**config.mk**
```make
export PLATFORM = sky130hd
export DESIGN_NAME = memory_arbiter_flat
export DESIGN_NICKNAME = d
export VERILOG_FILES = /design/src/rtl/memory_arbiter_if.sv /design/src/rtl/memory_arbiter.sv /design/src/flat_wrapper.sv
export SDC_FILE = /design/constraint.sdc
export NUM_CORES = 1
export LEC_CHECK = 0
export BUFFER_PORTS_ARGS = -buffer_cell sky130_fd_sc_hd__clkbuf_2
export CORE_ASPECT_RATIO = 1.1
export CORE_MARGIN = 2
export CORE_UTILIZATION = 43
export CTS_CLUSTER_SIZE = 20
export DETAILED_ROUTE_END_ITERATION = 10
export PLACE_DENSITY = 0.77
export SLEW_MARGIN = 30
export SYNTH_ARGS = -nofsm -noshare
export SYNTH_HDL_FRONTEND = slang
export SYNTH_SLANG_ARGS = --single-unit
```
**constraint.sdc**
```tcl
create_clock -name CLK -period 1.9 [get_ports CLK]
set_input_delay 0.095 -clock CLK [delete_from_list [all_inputs] [get_ports CLK]]
set_output_delay 0.095 -clock CLK [all_outputs]
set_load 0.03 [all_outputs]
```
**src/rtl/memory_arbiter_if.sv**
```systemverilog
// Requester and RAM-side signals of the memory arbiter, bundled with
// an arbiter-side (slave) view and a driver-side (master) view.
interface memory_arbiter_if;
  logic        imemREN;
  logic [31:0] imemaddr;
  logic        dmemREN;
  logic        dmemWEN;
  logic [31:0] dmemaddr;
  logic [31:0] dmemstore;
  logic        ihit;
  logic        dhit;
  logic [31:0] imemload;
  logic [31:0] dmemload;
  logic        ramREN;
  logic        ramWEN;
  logic [31:0] ramaddr;
  logic [31:0] ramstore;
  logic [31:0] ramload;
  logic        ramready;
  logic        memerr;

  modport slave (
    input  imemREN, imemaddr, dmemREN, dmemWEN, dmemaddr, dmemstore,
    input  ramload, ramready,
    output ihit, dhit, imemload, dmemload,
    output ramREN, ramWEN, ramaddr, ramstore, memerr
  );

  modport master (
    output imemREN, imemaddr, dmemREN, dmemWEN, dmemaddr, dmemstore,
    output ramload, ramready,
    input  ihit, dhit, imemload, dmemload,
    input  ramREN, ramWEN, ramaddr, ramstore, memerr
  );
endinterface

```
**src/rtl/memory_arbiter.sv**
```systemverilog
// Single-port RAM arbiter between instruction fetch and data access.
// Data wins over fetch; each access ends in a one-cycle hit, or an error hit on timeout.
module memory_arbiter #(
  parameter int unsigned TIMEOUT = 16
) (
  input logic             CLK,
  input logic             nRST,
  memory_arbiter_if.slave bus
);

  typedef enum logic [1:0] {IDLE, IACC, DACC, HIT} state_e;

  localparam logic [7:0]  CNT_LAST = 8'(TIMEOUT - 1);
  localparam logic [31:0] ERR_WORD = 32'hBAD1BAD1;

  state_e      state_q, state_d;
  logic [31:0] addr_q, addr_d;
  logic [31:0] store_q, store_d;
  logic [31:0] iload_q, iload_d;
  logic [31:0] dload_q, dload_d;
  logic [7:0]  cnt_q, cnt_d;
  logic        wr_q, wr_d;
  logic        data_q, data_d;
  logic        memerr_q, memerr_d;

  always_ff @(posedge CLK or negedge nRST) begin
    if (!nRST) begin
      state_q  <= IDLE;
      addr_q   <= '0;
      store_q  <= '0;
      iload_q  <= '0;
      dload_q  <= '0;
      cnt_q    <= '0;
      wr_q     <= 1'b0;
      data_q   <= 1'b0;
      memerr_q <= 1'b0;
    end else begin
      // NOTE: non-blocking so every register updates from pre-edge values.
      state_q  <= state_d;
      addr_q   <= addr_d;
      store_q  <= store_d;
      iload_q  <= iload_d;
      dload_q  <= dload_d;
      cnt_q    <= cnt_d;
      wr_q     <= wr_d;
      data_q   <= data_d;
      memerr_q <= memerr_d;
    end
  end

  always_comb begin
    // NOTE: every target gets a default first, so no path infers a latch.
    state_d  = state_q;
    addr_d   = addr_q;
    store_d  = store_q;
    iload_d  = iload_q;
    dload_d  = dload_q;
    cnt_d    = cnt_q;
    wr_d     = wr_q;
    data_d   = data_q;
    memerr_d = memerr_q;

    unique case (state_q)
      IDLE: begin
        if (bus.dmemREN || bus.dmemWEN) begin
          state_d = DACC;
          addr_d  = bus.dmemaddr;
          store_d = bus.dmemstore;
          wr_d    = bus.dmemWEN;
          data_d  = 1'b1;
          cnt_d   = '0;
        end else if (bus.imemREN) begin
          state_d = IACC;
          addr_d  = bus.imemaddr;
          store_d = bus.dmemstore;
          wr_d    = 1'b0;
          data_d  = 1'b0;
          cnt_d   = '0;
        end
      end
      IACC, DACC: begin
        // ramready beats a coinciding timeout and leaves memerr alone.
        if (bus.ramready) begin
          state_d = HIT;
          if (state_q == IACC)  iload_d = bus.ramload;
          else if (!wr_q)       dload_d = bus.ramload;
        end else if (cnt_q == CNT_LAST) begin
          state_d  = HIT;
          memerr_d = 1'b1;
          if (state_q == IACC)  iload_d = ERR_WORD;
          else                  dload_d = ERR_WORD;
        end else begin
          cnt_d = cnt_q + 8'd1;
        end
      end
      HIT:     state_d = IDLE;
      default: state_d = IDLE;
    endcase
  end

  // Strobes come only from latched state; address and store data simply
  // hold between accesses because their registers only load on a grant.
  assign bus.ramREN   = (state_q == IACC) || (state_q == DACC && !wr_q);
  assign bus.ramWEN   = (state_q == DACC) && wr_q;
  assign bus.ramaddr  = addr_q;
  assign bus.ramstore = store_q;
  assign bus.ihit     = (state_q == HIT) && !data_q;
  assign bus.dhit     = (state_q == HIT) && data_q;
  assign bus.imemload = iload_q;
  assign bus.dmemload = dload_q;
  assign bus.memerr   = memerr_q;

endmodule

```
**src/flat_wrapper.sv**
```systemverilog
// flat-port wrapper written by rule: the top's interface ports become plain ports
module memory_arbiter_flat 
#(
  parameter int unsigned TIMEOUT = 16
)
  (CLK, nRST, bus_imemREN, bus_imemaddr, bus_dmemREN, bus_dmemWEN, bus_dmemaddr, bus_dmemstore, bus_ramload, bus_ramready, bus_ihit, bus_dhit, bus_imemload, bus_dmemload, bus_ramREN, bus_ramWEN, bus_ramaddr, bus_ramstore, bus_memerr);
  memory_arbiter_if bus_i ();
  input logic CLK;
  input logic nRST;
  input wire logic [$bits(bus_i.imemREN)-1:0] bus_imemREN;
  input wire logic [$bits(bus_i.imemaddr)-1:0] bus_imemaddr;
  input wire logic [$bits(bus_i.dmemREN)-1:0] bus_dmemREN;
  input wire logic [$bits(bus_i.dmemWEN)-1:0] bus_dmemWEN;
  input wire logic [$bits(bus_i.dmemaddr)-1:0] bus_dmemaddr;
  input wire logic [$bits(bus_i.dmemstore)-1:0] bus_dmemstore;
  input wire logic [$bits(bus_i.ramload)-1:0] bus_ramload;
  input wire logic [$bits(bus_i.ramready)-1:0] bus_ramready;
  output wire logic [$bits(bus_i.ihit)-1:0] bus_ihit;
  output wire logic [$bits(bus_i.dhit)-1:0] bus_dhit;
  output wire logic [$bits(bus_i.imemload)-1:0] bus_imemload;
  output wire logic [$bits(bus_i.dmemload)-1:0] bus_dmemload;
  output wire logic [$bits(bus_i.ramREN)-1:0] bus_ramREN;
  output wire logic [$bits(bus_i.ramWEN)-1:0] bus_ramWEN;
  output wire logic [$bits(bus_i.ramaddr)-1:0] bus_ramaddr;
  output wire logic [$bits(bus_i.ramstore)-1:0] bus_ramstore;
  output wire logic [$bits(bus_i.memerr)-1:0] bus_memerr;
  assign bus_i.imemREN = bus_imemREN;
  assign bus_i.imemaddr = bus_imemaddr;
  assign bus_i.dmemREN = bus_dmemREN;
  assign bus_i.dmemWEN = bus_dmemWEN;
  assign bus_i.dmemaddr = bus_dmemaddr;
  assign bus_i.dmemstore = bus_dmemstore;
  assign bus_i.ramload = bus_ramload;
  assign bus_i.ramready = bus_ramready;
  assign bus_ihit = bus_i.ihit;
  assign bus_dhit = bus_i.dhit;
  assign bus_imemload = bus_i.imemload;
  assign bus_dmemload = bus_i.dmemload;
  assign bus_ramREN = bus_i.ramREN;
  assign bus_ramWEN = bus_i.ramWEN;
  assign bus_ramaddr = bus_i.ramaddr;
  assign bus_ramstore = bus_i.ramstore;
  assign bus_memerr = bus_i.memerr;
  memory_arbiter #(.TIMEOUT(TIMEOUT)) u_core (.CLK(CLK), .nRST(nRST), .bus(bus_i));
endmodule
```
* Word-level counts from Yosys, hierarchy flattened
Cells that the tools add are included.
** Storage, ports and cells
- Register bits :: 141
- Input port bits :: 134
- Output and inout port bits :: 133
- Logic and storage cells :: 66
** Operators by class
- $add $sub $neg :: 1
- Eq/ne operators :: 9
- Mux-type cells :: 26
- Bitwise gates (word level) :: 2
- Reductions and logical operators :: 19
** Operator list (number)
- $mux W32 :: 13
- $mux W8 :: 4
- $pmux W8 S2 :: 1
- $add A8 B1 Y8 const B :: 1
- $eq A8 B4 Y1 const B :: 1
- $mux W2 :: 4
- $reduce_and A4 Y1 :: 2
- $ne A2 B2 Y1 const B :: 3
- $ne A3 B2 Y1 const B :: 2
- $pmux W2 S3 :: 1
- $reduce_and A3 Y1 :: 2
- $reduce_bool A2 Y1 :: 3
- $eq A2 B2 Y1 const B :: 2
- $logic_and A1 B1 Y1 :: 4
- $reduce_and A2 Y1 :: 2
- $mux W1 :: 3
- $eq A2 B1 Y1 const B :: 1
- $logic_not A1 Y1 :: 2
- $logic_not A2 Y1 :: 1
- $logic_or A1 B1 Y1 :: 2
- $not A1 Y1 :: 2
- $reduce_or A2 Y1 :: 1

* Longest topological paths before layout
- Depth after elaboration :: 4
- Mapped depth :: 8

* Worst setup path before layout
No wires, ideal clock.
- Path type :: reg2reg
- Start point :: register u_core.state_q[0]
- End point :: register u_core.cnt_q[5]
- Library setup time :: 124 ps
- Arrival :: 1819 ps
- Required time :: 1776 ps
- Setup slack :: -43 ps
- Cell stages (with the launch flop) :: 8
- Path buffers :: 1
- Clock period less this slack :: 1943 ps
- Cells stage by stage :: dfrtp_1 -> inv_1 -> ha_1 -> nor4b_2 -> or2_2 -> clkbuf_1 -> nor4_1 -> a211o_1
** Between the ends
- Longest elaborated chain between the ends :: 4
** RTL lines
- start: declaration :: RTL line memory_arbiter.sv:16 : state_e state_q, state_d;
- start signal: assignment :: RTL line memory_arbiter.sv:39 : state_q <= state_d;
- $eq A2 B1 Y1 / $eq A2 B2 Y1 (equally long branches) :: RTL line memory_arbiter.sv:63 : unique case (state_q)
- $reduce_or A2 Y1 :: RTL line memory_arbiter.sv:63
- $ne A2 B2 Y1 (no line) / $reduce_bool A2 Y1 (equally long branches)
- $reduce_and A4 Y1 (no line)
- end signal: assignment :: RTL line memory_arbiter.sv:44 : cnt_q <= cnt_d;
- end: declaration :: RTL line memory_arbiter.sv:21 : logic [7:0] cnt_q, cnt_d;
Parallel ways exist; a longest one is shown, timed or not.
A chain may end at the register's enable or synchronous reset.

* Worst setup path after layout
- Start point :: input port bus_dmemWEN
- End point :: register u_core.addr_q[29], in the netlist u_core.bus.ramaddr[29]
** Between the ends
- Longest elaborated chain between the ends :: 3
** RTL lines
- start: declaration :: RTL line flat_wrapper.sv:13 : input wire logic [$bits(bus_i.dmemWEN)-1:0] bus_dmemWEN;
- $logic_or A1 B1 Y1 * :: RTL line memory_arbiter.sv:65 : if (bus.dmemREN || bus.dmemWEN) begin
- $reduce_bool A2 Y1 (no line)
- $reduce_and A2 Y1 (no line)
- end signal: assignment :: RTL line memory_arbiter.sv:40 : addr_q <= addr_d;
- end: declaration :: RTL line memory_arbiter.sv:17 : logic [31:0] addr_q, addr_d;
Every way passes the cells marked *; elsewhere a longest branch is shown, timed or not.

==> results.toml <==
[sta]
post-route-period-util_pct = 103
fin_setup_tns_ns = -0.0501
fin_hold_ws_ns = 0.00910
final_max_slew_viol_count = 0
setup_ws_ns = -0.0501
hold_violations = 0
maxSlewHeadroom_pct = 72.1
finClkSkew_ns = 0.00969
setup-violations-final = 1
worstMarginPinSlew_ns = 0.419
rsz0062_at_grt = "true"
fin_crit_ns = 1.95
fmax_ghz = 0.513

[power_and_ir_drop]
ir_worst_vdd_mv = 0.978
power_density_mw_per_mm2 = 1810
cellLeakagePower_nw = 4.68
power_mw = 17.5

[routing]
antenna_left = 0
wirelength_um = 19900
dr.pass1.iters = 4
drtIter0Drc = 413
viasPerCell = 5.23
vias = 5760
drcViolationCount = 0
wl_per_cell_um = 18.1

[setup_path]
cp_num_buf_inv = 3
path_class = "input port to flop"
reg2reg_from = "u_core.cnt_q[4]"
cp-end-kind = "flop"
crit_path_start_kind = "input port"
path_cells = "dlygate4sd3_1, nor2_4, buf_12, mux2i_2, dlygate4sd3_1, o21ai_0"
cp_max_fo = 8
critPathRequiredTime_ns = 2.18
crit_start = "bus_dmemWEN"
crit_family = "buffers and inverters"
cp_common_cell = "dlygate4sd3_1"
cpPeakStageDelay_ns = 0.66
worst_path_max_delay_cell = "dlygate4sd3_1"
cp.arrival_ns = 2.23

[place]
gp_congestion = 0.782
placed_area_sq_mm = 0.00772
dpl_worst_slack_ns = 0.0633
port_buffers = 266
dp_hpwl_um = 11700

[floorplan]
coreArea_sq_mm = 0.0138
design.die.area_sq_mm = 0.0151
initial_utilization_pct = 44.1
die_w_um = 117
rows = 45
die_h_um = 129
boundaryPins = 267

[finish]
layout_common_cells = "clkbuf_2 (264), dfrtp_1 (141), dlygate4sd3_1 (123)"
diodes = 0
final_layout_size_suffix_gt1_share_pct = 40.0
mostFrequentLayoutCell = "clkbuf_2"
fin_nets = 1043
area_delta_synth_final_pct = 58.7
final_cell_area_sq_mm = 0.00965

[logic_synthesis]
netlist_area_sq_mm = 0.00608
async_flop_share_pct = 100
ys_seq_area_share_pct = 58.0
yosys.area.top_type_share_pct = 58.0
ys_ff_latch = 141
synth.area.top_cells = "dfrtp_1 (58%), mux2_2 (5.9%), mux2i_1 (5.4%)"
ys.flop_type = "dfrtp_1"
syn_nets = 648
synth_edf_count = 0
synth_area_per_cell_sq_um = 12.0
synthDistinctLibCells = 47
yosysTopAreaCell = "dfrtp_1"
synthCells = 507
yosys_warnings = 0

[clocking]
cts-root-buf = "clkbuf_16"
clock_sinks = 141
htreeDepth = 4
cts-buffers-inserted = 17
cts_tree = "yes"
clkSlewWorstSetupHoldPaths_ns = 0.06
clockBufferDepth = 2
clock_latency_ns = 0.41

[global_routing]
grt_max_degree = 61
grt_pass1_wl_um = 31000
antenna_found_initial = 0
grt_usage_pct = 26.2
grt_pass1_vias = 5930
overflow = 0

[run_status]
status = "finished with violations"
violations = "negative setup slack"

[min_path]
hold_class = "input port to flop"
hold_path.startpoint = "bus_imemaddr[9]"

[job]
cap_violations = 0
## registers in the layout, summed over array words and instances (netlist names)
| register | count |
|---|---|
| u_core.bus.dmemload | 32 |
| u_core.wr_q | 1 |
| u_core.bus.ramstore | 32 |
| u_core.cnt_q | 8 |
| u_core.bus.ramaddr | 32 |
| u_core.data_q | 1 |
| u_core.state_q | 2 |
| u_core.bus.imemload | 32 |
| u_core.bus.memerr | 1 |
## cell usage after synthesis (2+ instances only)
master	n
a21o_1	2
a21oi_1	2
a22o_1	16
and2_1	3
and3_1	3
buf_2	11
buf_4	2
buf_6	4
clkbuf_1	21
dfrtp_1	141
ha_1	7
inv_1	18
mux2_2	32
mux2i_1	33
nand2_1	46
nand2b_1	2
nand3_1	7
nand3b_1	2
nand4_1	15
nand4b_1	19
nor2_1	5
nor2b_1	4
o21a_1	20
o21ai_0	46
o21ai_1	6
o221ai_1	2
o22a_1	18
## worst min-delay path, cell delays in order
cell and delay [ns]:
clkbuf_2 0.07, mux2i_1 0.06, o21ai_0 0.15
## layout make-up
cell class,instances,area [sq um]
Timing Repair Buffer,414,2870
Fill cell,931,4150
Inverter,18,67.6
Clock inverter,8,106
Sequential cell,141,3530
Multi-Input combinational cell,310,2340
Tap cell,188,235
Clock buffer,23,498
## power by group
part / switching, mW / total [mW] / internal (mW)
registers: 0.941 / 5.42 / 4.48
logic: 5.70 / 8.68 / 2.98
clock network: 1.27 / 3.37 / 2.11
total: 7.91 / 17.5 / 9.56
## per-stage QoR
| stage | cells | util, % |
|---|---|---|
| 2_1_floorplan | 507 | - |
| 3_3_place_gp | 944 | 56.0 |
| 3_5_place_dp | 944 | 56.0 |
| 4_1_cts | 1098 | 69.3 |
| 5_1_grt | 1102 | 70.0 |
| 6_report | 1102 | 70.0 |
## worst paths after layout
kind	end	slack, ns	cells after the start
setup / recovery	u_core.bus.ramaddr[29]	-0.05	6
max in group asynchronous	u_core.cnt_q[2]	1.09	3
min in group asynchronous	u_core.state_q[0]	0.21	2
setup reg to reg	u_core.bus.imemload[6]	0.04	5
hold / removal	u_core.bus.ramaddr[9]	0.009	3
hold reg to reg	u_core.bus.memerr	0.48	1
## per-layer routing
metal / vias to the layer above / part of all wire [%] / GRT usage [%] / wire (um)
met5: - / 0 / 0 / 0
li1: 2624 / - / - / -
met4: 0 / 3.7 / 12.3 / 746
met1: 2772 / 39 / 31.5 / 7720
met2: 307 / 50 / 44.5 / 9920
met3: 57 / 7.6 / 6.74 / 1520
## cells by family (layout without fill, tap and decap cells)
| kind of cell | after synthesis | in the layout | share of synthesized area, % |
|---|---|---|---|
| fa+ha+maj | 7 | 7 | 1.44 |
| buf+inv | 56 | 463 | 4.30 |
| flops | 141 | 141 | 58.0 |
| simple gates | 117 | 117 | 11.0 |
| mux | 65 | 65 | 11.4 |
| compound gates | 121 | 121 | 13.8 |
## repair_timing
item                                    in CTS  in global routing
hold buffers                               123                  0
gates resized for setup                      0                  7
endpoints found under the setup margin       0                 85
setup buffers                                0                  3
hold endpoints to repair                   247                  0
No activity file was read; power rests on OpenSTA's default activity.
